## src/rtl/scaler_pkg.sv

```systemverilog
// Shared definitions for the scaling sequencer: requester ids, arbiter states
// and the round-robin selection helper.
package scaler_pkg;

  localparam int NREQ  = 3;
  localparam int TAG_W = 2;

  localparam logic [TAG_W-1:0] REQ_ROM  = 2'd0;
  localparam logic [TAG_W-1:0] REQ_DS   = 2'd1;
  localparam logic [TAG_W-1:0] REQ_US   = 2'd2;
  localparam logic [TAG_W-1:0] REQ_NONE = 2'd3;

  typedef enum logic {
    ARB_IDLE = 1'b0,
    ARB_OWN  = 1'b1
  } arb_state_e;

  // First requesting id strictly after ptr in order 0->1->2->0, ptr itself last.
  function automatic logic [TAG_W-1:0] next_rr(input logic [TAG_W-1:0] ptr,
                                               input logic [NREQ-1:0]  req);
    logic [TAG_W-1:0] id;
    next_rr = REQ_NONE;
    for (int k = NREQ; k >= 1; k--) begin
      id = TAG_W'((int'(ptr) + k) % NREQ);
      if (req[id]) next_rr = id;
    end
  endfunction

endpackage

```

## src/rtl/rd_tag_pipe.sv

```systemverilog
// Read-return tag pipeline: carries {valid, id} of each read beat for RD_LAT
// cycles and decodes it into a one-hot per-requester read-valid.
module rd_tag_pipe
  import scaler_pkg::*;
#(
  parameter int RD_LAT = 1,
  parameter int ID_W   = 2
) (
  input  logic            clk,
  input  logic            rst_n,
  input  logic            i_load,
  input  logic [ID_W-1:0] i_id,
  output logic [NREQ-1:0] o_rvalid,
  output logic            o_busy_next
);

  logic [RD_LAT-1:0] r_vld_p;
  logic [ID_W-1:0]   r_id_p [RD_LAT];
  logic [RD_LAT-1:0] w_vld_next;

  always_comb begin
    w_vld_next    = '0;
    w_vld_next[0] = i_load;
    for (int k = 1; k < RD_LAT; k++) w_vld_next[k] = r_vld_p[k-1];
  end

  // Stage boundary: valid bits are control and are cleared on reset.
  always_ff @(posedge clk) begin
    if (!rst_n) r_vld_p <= '0;
    else        r_vld_p <= w_vld_next;
  end

  always_ff @(posedge clk) begin
    r_id_p[0] <= i_id;
    for (int k = 1; k < RD_LAT; k++) r_id_p[k] <= r_id_p[k-1];
  end

  assign o_rvalid    = r_vld_p[RD_LAT-1] ? (NREQ'(1) << r_id_p[RD_LAT-1]) : '0;
  assign o_busy_next = |w_vld_next;

endmodule

```

## src/rtl/fbuf_port_arbiter.sv

```systemverilog
// Round-robin owner of the single frame-buffer BRAM port shared by the ROM
// loader, downscaler and upscaler, with burst capping and tagged read return.
module fbuf_port_arbiter
  import scaler_pkg::*;
#(
  parameter int ADDR_W    = 16,
  parameter int DATA_W    = 8,
  parameter int RD_LAT    = 1,
  parameter int MAX_BURST = 64
) (
  input  logic                   clk,
  input  logic                   rst_n,
  input  logic [NREQ-1:0]        req_i,
  input  logic [NREQ-1:0]        we_i,
  input  logic [NREQ*ADDR_W-1:0] addr_i,
  input  logic [NREQ*DATA_W-1:0] wdata_i,
  output logic [NREQ-1:0]        gnt_o,
  output logic                   mem_en_o,
  output logic                   mem_we_o,
  output logic [ADDR_W-1:0]      mem_addr_o,
  output logic [DATA_W-1:0]      mem_wdata_o,
  input  logic [DATA_W-1:0]      mem_rdata_i,
  output logic [DATA_W-1:0]      rdata_o,
  output logic [NREQ-1:0]        rvalid_o,
  output logic                   busy_o
);

  localparam int               CNT_W    = $clog2(MAX_BURST);
  localparam logic [CNT_W-1:0] CNT_LAST = CNT_W'(MAX_BURST - 1);

  arb_state_e        r_state, w_state_nx;
  logic [TAG_W-1:0]  r_ptr, w_ptr_nx;
  logic [NREQ-1:0]   r_gnt, w_gnt_nx;
  logic [CNT_W-1:0]  r_cnt, w_cnt_nx;
  logic              r_busy;

  logic              w_beat;
  logic              w_rd_load;
  logic              w_pipe_busy_nx;
  logic [TAG_W-1:0]  w_rr_any;
  logic [TAG_W-1:0]  w_rr_other;

  // The grant register is always one-hot of r_ptr when nonzero.
  assign w_beat     = |(r_gnt & req_i);
  assign w_rr_any   = next_rr(r_ptr, req_i);
  assign w_rr_other = next_rr(r_ptr, req_i & ~(NREQ'(1) << r_ptr));

  always_ff @(posedge clk) begin
    if (!rst_n) begin
      r_state <= ARB_IDLE;
      r_ptr   <= REQ_US;
      r_gnt   <= '0;
      r_cnt   <= '0;
    end else begin
      r_state <= w_state_nx;
      r_ptr   <= w_ptr_nx;
      r_gnt   <= w_gnt_nx;
      r_cnt   <= w_cnt_nx;
    end
  end

  always_comb begin
    w_state_nx = r_state;
    w_ptr_nx   = r_ptr;
    w_gnt_nx   = r_gnt;
    w_cnt_nx   = r_cnt;
    unique case (r_state)
      ARB_IDLE: begin
        if (w_rr_any != REQ_NONE) begin
          w_state_nx = ARB_OWN;
          w_ptr_nx   = w_rr_any;
          w_gnt_nx   = NREQ'(1) << w_rr_any;
          w_cnt_nx   = '0;
        end
      end
      ARB_OWN: begin
        if (!req_i[r_ptr]) begin
          // Release wins over the burst cap; hand straight over if anyone waits.
          w_cnt_nx = '0;
          if (w_rr_any == REQ_NONE) begin
            w_state_nx = ARB_IDLE;
            w_gnt_nx   = '0;
          end else begin
            w_ptr_nx = w_rr_any;
            w_gnt_nx = NREQ'(1) << w_rr_any;
          end
        end else if (r_cnt == CNT_LAST) begin
          w_cnt_nx = '0;
          if (w_rr_other != REQ_NONE) begin
            w_ptr_nx = w_rr_other;
            w_gnt_nx = NREQ'(1) << w_rr_other;
          end
        end else begin
          w_cnt_nx = r_cnt + CNT_W'(1);
        end
      end
      default: begin
        w_state_nx = ARB_IDLE;
        w_gnt_nx   = '0;
        w_cnt_nx   = '0;
      end
    endcase
  end

  always_comb begin
    mem_en_o    = 1'b0;
    mem_we_o    = 1'b0;
    mem_addr_o  = '0;
    mem_wdata_o = '0;
    if (w_beat) begin
      mem_en_o    = 1'b1;
      mem_we_o    = we_i[r_ptr];
      mem_addr_o  = addr_i[int'(r_ptr)*ADDR_W +: ADDR_W];
      mem_wdata_o = wdata_i[int'(r_ptr)*DATA_W +: DATA_W];
    end
  end

  assign w_rd_load = w_beat & ~we_i[r_ptr];

  rd_tag_pipe #(
    .RD_LAT (RD_LAT),
    .ID_W   (TAG_W)
  ) u_rd_tag_pipe (
    .clk         (clk),
    .rst_n       (rst_n),
    .i_load      (w_rd_load),
    .i_id        (r_ptr),
    .o_rvalid    (rvalid_o),
    .o_busy_next (w_pipe_busy_nx)
  );

  // Busy mirrors next-cycle grant and pipeline occupancy so it lines up with gnt_o.
  always_ff @(posedge clk) begin
    if (!rst_n) r_busy <= 1'b0;
    else        r_busy <= (|w_gnt_nx) | w_pipe_busy_nx;
  end

  assign gnt_o   = r_gnt;
  assign busy_o  = r_busy;
  assign rdata_o = mem_rdata_i;

endmodule
```

## config.mk

```make
export PLATFORM = sky130hd
export DESIGN_NAME = fbuf_port_arbiter
export DESIGN_NICKNAME = d
export VERILOG_FILES = /design/src/rtl/scaler_pkg.sv /design/src/rtl/rd_tag_pipe.sv /design/src/rtl/fbuf_port_arbiter.sv
export SDC_FILE = /design/constraint.sdc
export NUM_CORES = 1
export LEC_CHECK = 0
export BUFFER_PORTS_ARGS = -buffer_cell sky130_fd_sc_hd__buf_2
export CELL_PAD_IN_SITES_DETAIL_PLACEMENT = 0
export CELL_PAD_IN_SITES_GLOBAL_PLACEMENT = 2
export CORE_MARGIN = 5
export CORE_UTILIZATION = 22
export CTS_BUF_LIST = sky130_fd_sc_hd__clkbuf_4
export CTS_CLUSTER_SIZE = 24
export DETAILED_ROUTE_END_ITERATION = 8
export PLACE_DENSITY_LB_ADDON = 0.1
export SETUP_SLACK_MARGIN = 0.2
export SYNTH_ARGS = -nofsm -noshare
export SYNTH_HDL_FRONTEND = slang
export SYNTH_SLANG_ARGS = --single-unit
```

## constraint.sdc

```tcl
create_clock -name clk -period 6.8 [get_ports clk]
set_clock_uncertainty 0.05 [all_clocks]
set_input_delay 1.36 -clock clk [delete_from_list [all_inputs] [get_ports clk]]
set_output_delay 1.36 -clock clk [all_outputs]
set_load 0.02 [all_outputs]
```

# Word level (Yosys, flattened, before mapping)
# Memory sizes are Yosys's and may differ from the RTL's.
# Cells that the tools add are included.
totals:
  register_bits: 14
  ramBits: 2
  out_inout_bits: 41
  word_cells: 89
  memories: 1
mem_list:
  columns: ["name", "depth", "width", "read_ports", "rd_ports_with_merged_regs", "write_ports", "line_no", "source"]
  rows:
  - ["u_rd_tag_pipe.r_id_p", 1, 2, 1, 0, 1, "rd_tag_pipe.sv:18", "logic [ID_W-1:0] r_id_p [RD_LAT];"]
op_classes:
  add_sub_neg: 4
  div_mod_pow: 3
  magnitude_cmp: 4
  n_eq_ne: 8
  shift: 6
  n_mux: 47
  bitwise_logic: 7
  reduce_logical: 3
ops:
  columns: ["operator", "n"]
  rows:
  - ["$mod 32x3->32 const B", 3]
  - ["$shiftx 48x7->16", 1]
  - ["$shiftx 24x6->8", 1]
  - ["$mux 2", 11]
  - ["$mux 3", 6]
  - ["$mux 6", 3]
  - ["$bmux 1 s2", 8]
  - ["$mux 16", 1]
  - ["$mux 1", 13]
  - ["$lt 2x3->1 const B", 4]
  - ["$pmux 6 s2", 1]
  - ["$shl 1x2->3 const A", 4]
  - ["$mux 8", 1]
  - ["$add 2x2->3 const B", 2]
  - ["$add 6x1->6 const B", 1]
  - ["$and 3x3->3", 2]
  - ["$eq 6x6->1 const B", 1]
  - ["$ne 2x2->1 const B", 3]
  - ["$ne 3x2->1 const B", 2]
  - ["$pmux 3 s2", 1]
  - ["$reduce_or 3->1", 2]
  - ["$pmux 2 s2", 1]
  - ["$reduce_and 4->1", 1]
  - ["$add 2x1->3 const B", 1]
  - ["7 further kinds", 8]

# Logic depth before layout (Yosys ltp)
depth:
  word_depth: 15
  ltp_mapped: 11
  ltp_nobuf: 8

# Hierarchy
# A second synthesis with hierarchy kept.
hier_totals:
  hier_cells: 266
  hier_area_um2: 1836.8
modules_own_cells:
  columns: ["mod", "n_inst", "cells_each", "area_per_inst_um2", "seq_area_each_um2"]
  rows:
  - ["fbuf_port_arbiter", 1, 258, 1732.9, 260.2]
  - ["rd_tag_pipe", 1, 8, 103.8, 60.1]

# Worst setup path after synthesis
# OpenSTA, ideal clock, no wires.
synth_timing:
  path_kind: "in2out"
  start: "in req_i[1]"
  end: "out mem_addr_o[0]"
  t_arrival_ns: 2.348
  required_time_ns: 5.390
  setup_slack_ns: 3.042
  stages: 4
  n_path_buf: 2
  cell_sequence: "a222oi_1 > clkbuf_1 > clkbuf_1 > nor2_1"
synth_between:
  elab_chain_cells: 3
synth_rtl:
  columns: ["element", "line_no", "source"]
  rows:
  - ["start: declaration", "fbuf_port_arbiter.sv:13", "input logic [NREQ-1:0] req_i,"]
  - ["$and 3x3->3", "fbuf_port_arbiter.sv:44", "assign w_beat = |(r_gnt & req_i);"]
  - ["$reduce_or 3->1", "fbuf_port_arbiter.sv:44", null]
  - ["$mux 16", "fbuf_port_arbiter.sv:110", "if (w_beat) begin"]
  - ["end: declaration", "fbuf_port_arbiter.sv:20", "output logic [ADDR_W-1:0] mem_addr_o,"]
# No other way between the ends.

# Worst setup path after layout
layout_timing:
  start: "in req_i[1]"
  end: "out mem_en_o"
layout_between:
  elab_chain_cells: 3
layout_rtl:
  columns: ["element", "line_no", "source"]
  rows:
  - ["$and 3x3->3", "fbuf_port_arbiter.sv:44", null]
  - ["$reduce_or 3->1", "fbuf_port_arbiter.sv:44", null]
  - ["$mux 1", "fbuf_port_arbiter.sv:110", null]
  - ["end: declaration", "fbuf_port_arbiter.sv:18", "output logic mem_en_o,"]
# No other way between the ends.

==> run metrics <==
outcome=finished clean; Tightest Pin Transition=0.9816 ns; vias in the first global route=2097; initial antenna violation count=1; DIE AREA=10090 sq um; P_sw=529.1 uW; Slew Limit Fails=0; ys flop type=dfxtp_1; Die Wd=100.4 um; Area Growth Syn to Fin=34.07%; internal cell power=444.1 uW; Critical Path Sink Type=output pin; Final setup viols=0; Final Hold Vio Count=0; postcts setup bufs=0; first-pass GRT wire length=10280 um; Hold Path Class=reg2reg; flops & latches, synth=16; HPWL Detailed=5451 um; setup_tns=0 ns; WP data arrival=2.43 ns; Root Buffer Master=clkbuf_4; CTS Sinks=16; starting density of the core=22.23%; Initial DRC Count=54; Cells after Synth=248; H-tree depth reported by CTS=1; Vias=2081; Synth top area share=17.80%; via/cell ratio=4.614; Comb pwr share=73.3%; clock network power share=5.5%; hold_buf cts=0; Tmin final=3.842 ns; post-cts gate resize count=0; GRT Total Usage=12.86%; worst slack at placement=2.940 ns; height of the die=100.4 um; Worst Path Required=5.39 ns; largest net degree at the start of global routing=33; I/O pins=129; area of the core=8093 sq um; Routed WL=6762 um; Hold Startpoint=r_cnt[4]; pwr dens=403.4 nW/um^2; crit start category=input pin; Post-synth EDFFs=0; TritonCTS buffer count=3; switch share=54.37%; Critical Path Fanout Max=26; register area share after synthesis=17.80%; Peak VDD IR=119.6 uV; period utilization=56.50%; CP startpoint=req_i[1]; clk buf depth=2; most frequent cell after synthesis=nor2_1; drt pass-1 iters=4; Ys Warns=0; clock slew at reported path FFs=0.10 ns; asr flop ratio synth=0%; Reg power frac=21.2%; I/O Buffers=112; unrepaired setup endpoints after global routing=no; synth cell count leaders=nor2_1, a21oi_1, mux2i_1; CTS tree=done; synth top area cells=dfxtp_1, mux2i_1, nor2_1; Max Clk Rate=260.3 MHz; Worst-Skew Late Latency=0.29 ns; wire per inst=14.99 um; Synth cell types=53; final net count=439; slew margin rel.=34.56%; Yosys top cell by area=dfxtp_1; Syn Nets=342; Avg Cell Area, Syn=7.255 sq um; Final WS setup=2.958 ns; layout cells sized above 1=38.08%; Antenna Nets Post-Route=0; gr ovfl total=0; LEAKAGE=0.001324 uW; gpl congestion=0.7676; DRC errors left=0; CP Class=in2out; Mapped Area=1799 sq um; r2r startpoint=r_ptr[1]; row count=33; Max Cap Viol=0
==> power by group through the flow <==
stage                     Sequential, uW  Combinational (uW)  Clock, uW
after floorplan                      160                 573          0
after detailed placement             212                 719          0
after global routing                 216                 790       60.1
after CTS                            210                 723       56.1
final                                206                 714       53.1
after global placement               212                 740          0
==> logic make-up after synthesis <==
| group | after synthesis | share of synthesized area, % |
|---|---|---|
| adder cells (fa/ha/maj) | 6 | 4.172 |
| XOR/XNOR | 4 | 1.948 |
| flip-flops | 16 | 17.80 |
| AO/OA/AOI/OAI | 65 | 24.69 |
| buffers and inverters | 28 | 8.623 |
| multiplexers | 27 | 15.02 |
| AND/OR/NAND/NOR | 102 | 27.75 |
==> area by class of cell <==
class                           instances  area, sq um
Clock inverter                          1        3.754
Fill cell                             953         5680
Timing Repair Buffer                  115        583.1
Inverter                                5        18.77
Clock buffer                            3        22.52
Antenna cell                            2        5.005
Multi-Input combinational cell        204         1326
Sequential cell                        16        321.6
Tap cell                              105        131.4
==> critical path, stage by stage <==
cell and delay [ns]:
buf_2 0.13, a222oi_1 0.32, buf_4 0.34, inv_1 0.10, buf_2 0.17
==> metrics by stage <==
step	instance area, sq um	util, %	total power (uW)	hold WS [ns]	instances
2_1_floorplan	1799	-	732.5	0.3282	248
3_3_place_gp	2381	29.42	951.6	0.4479	445
3_5_place_dp	2381	29.42	931.4	0.4452	445
4_1_cts	2407	29.75	988.6	0.4604	449
5_1_grt	2407	29.75	1066	0.5054	449
6_report	2412	29.81	973.1	0.4664	451
==> cell usage in the layout (no fill, tap or decap), types with 2 or more instances in the layout <==
cell type,count
clkbuf_4,3
o21ai_0,5
a21oi_1,31
and3b_1,2
nor2_1,59
a21o_1,3
diode_2,2
and3_1,5
nor2b_1,3
o31ai_1,2
o21ai_1,4
nand2b_1,5
nand2_1,9
a21oi_2,2
inv_1,5
xor2_1,3
and2_1,2
o21bai_1,2
buf_4,3
dfxtp_1,15
mux2i_1,27
ha_1,6
buf_2,112
a32oi_1,2
nor3_1,4
==> sequential cells by signal (all words and copies together) (netlist names) <==
register / cells
r_cnt: 6
gnt_o: 3
r_ptr: 2
u_rd_tag_pipe.r_id_p: 2
busy_o: 1
r_state: 1
u_rd_tag_pipe.r_vld_p: 1
==> worst paths after layout <==
path         slack [ns]  endpoint  cells past startpoint
max                2.96  mem_en_o                      5
min                0.47  r_cnt[4]                      2
max reg2reg        3.45    busy_o                      8
min reg2reg        0.47  r_cnt[4]                      2
==> layer usage <==
layer	routed length, um	track usage [%]
met2	3249	22.27
met3	721	5.073
met5	14	0
met1	2718	14.78
met4	57	3.212
Note: power is estimated with default switching activity, not from simulation.
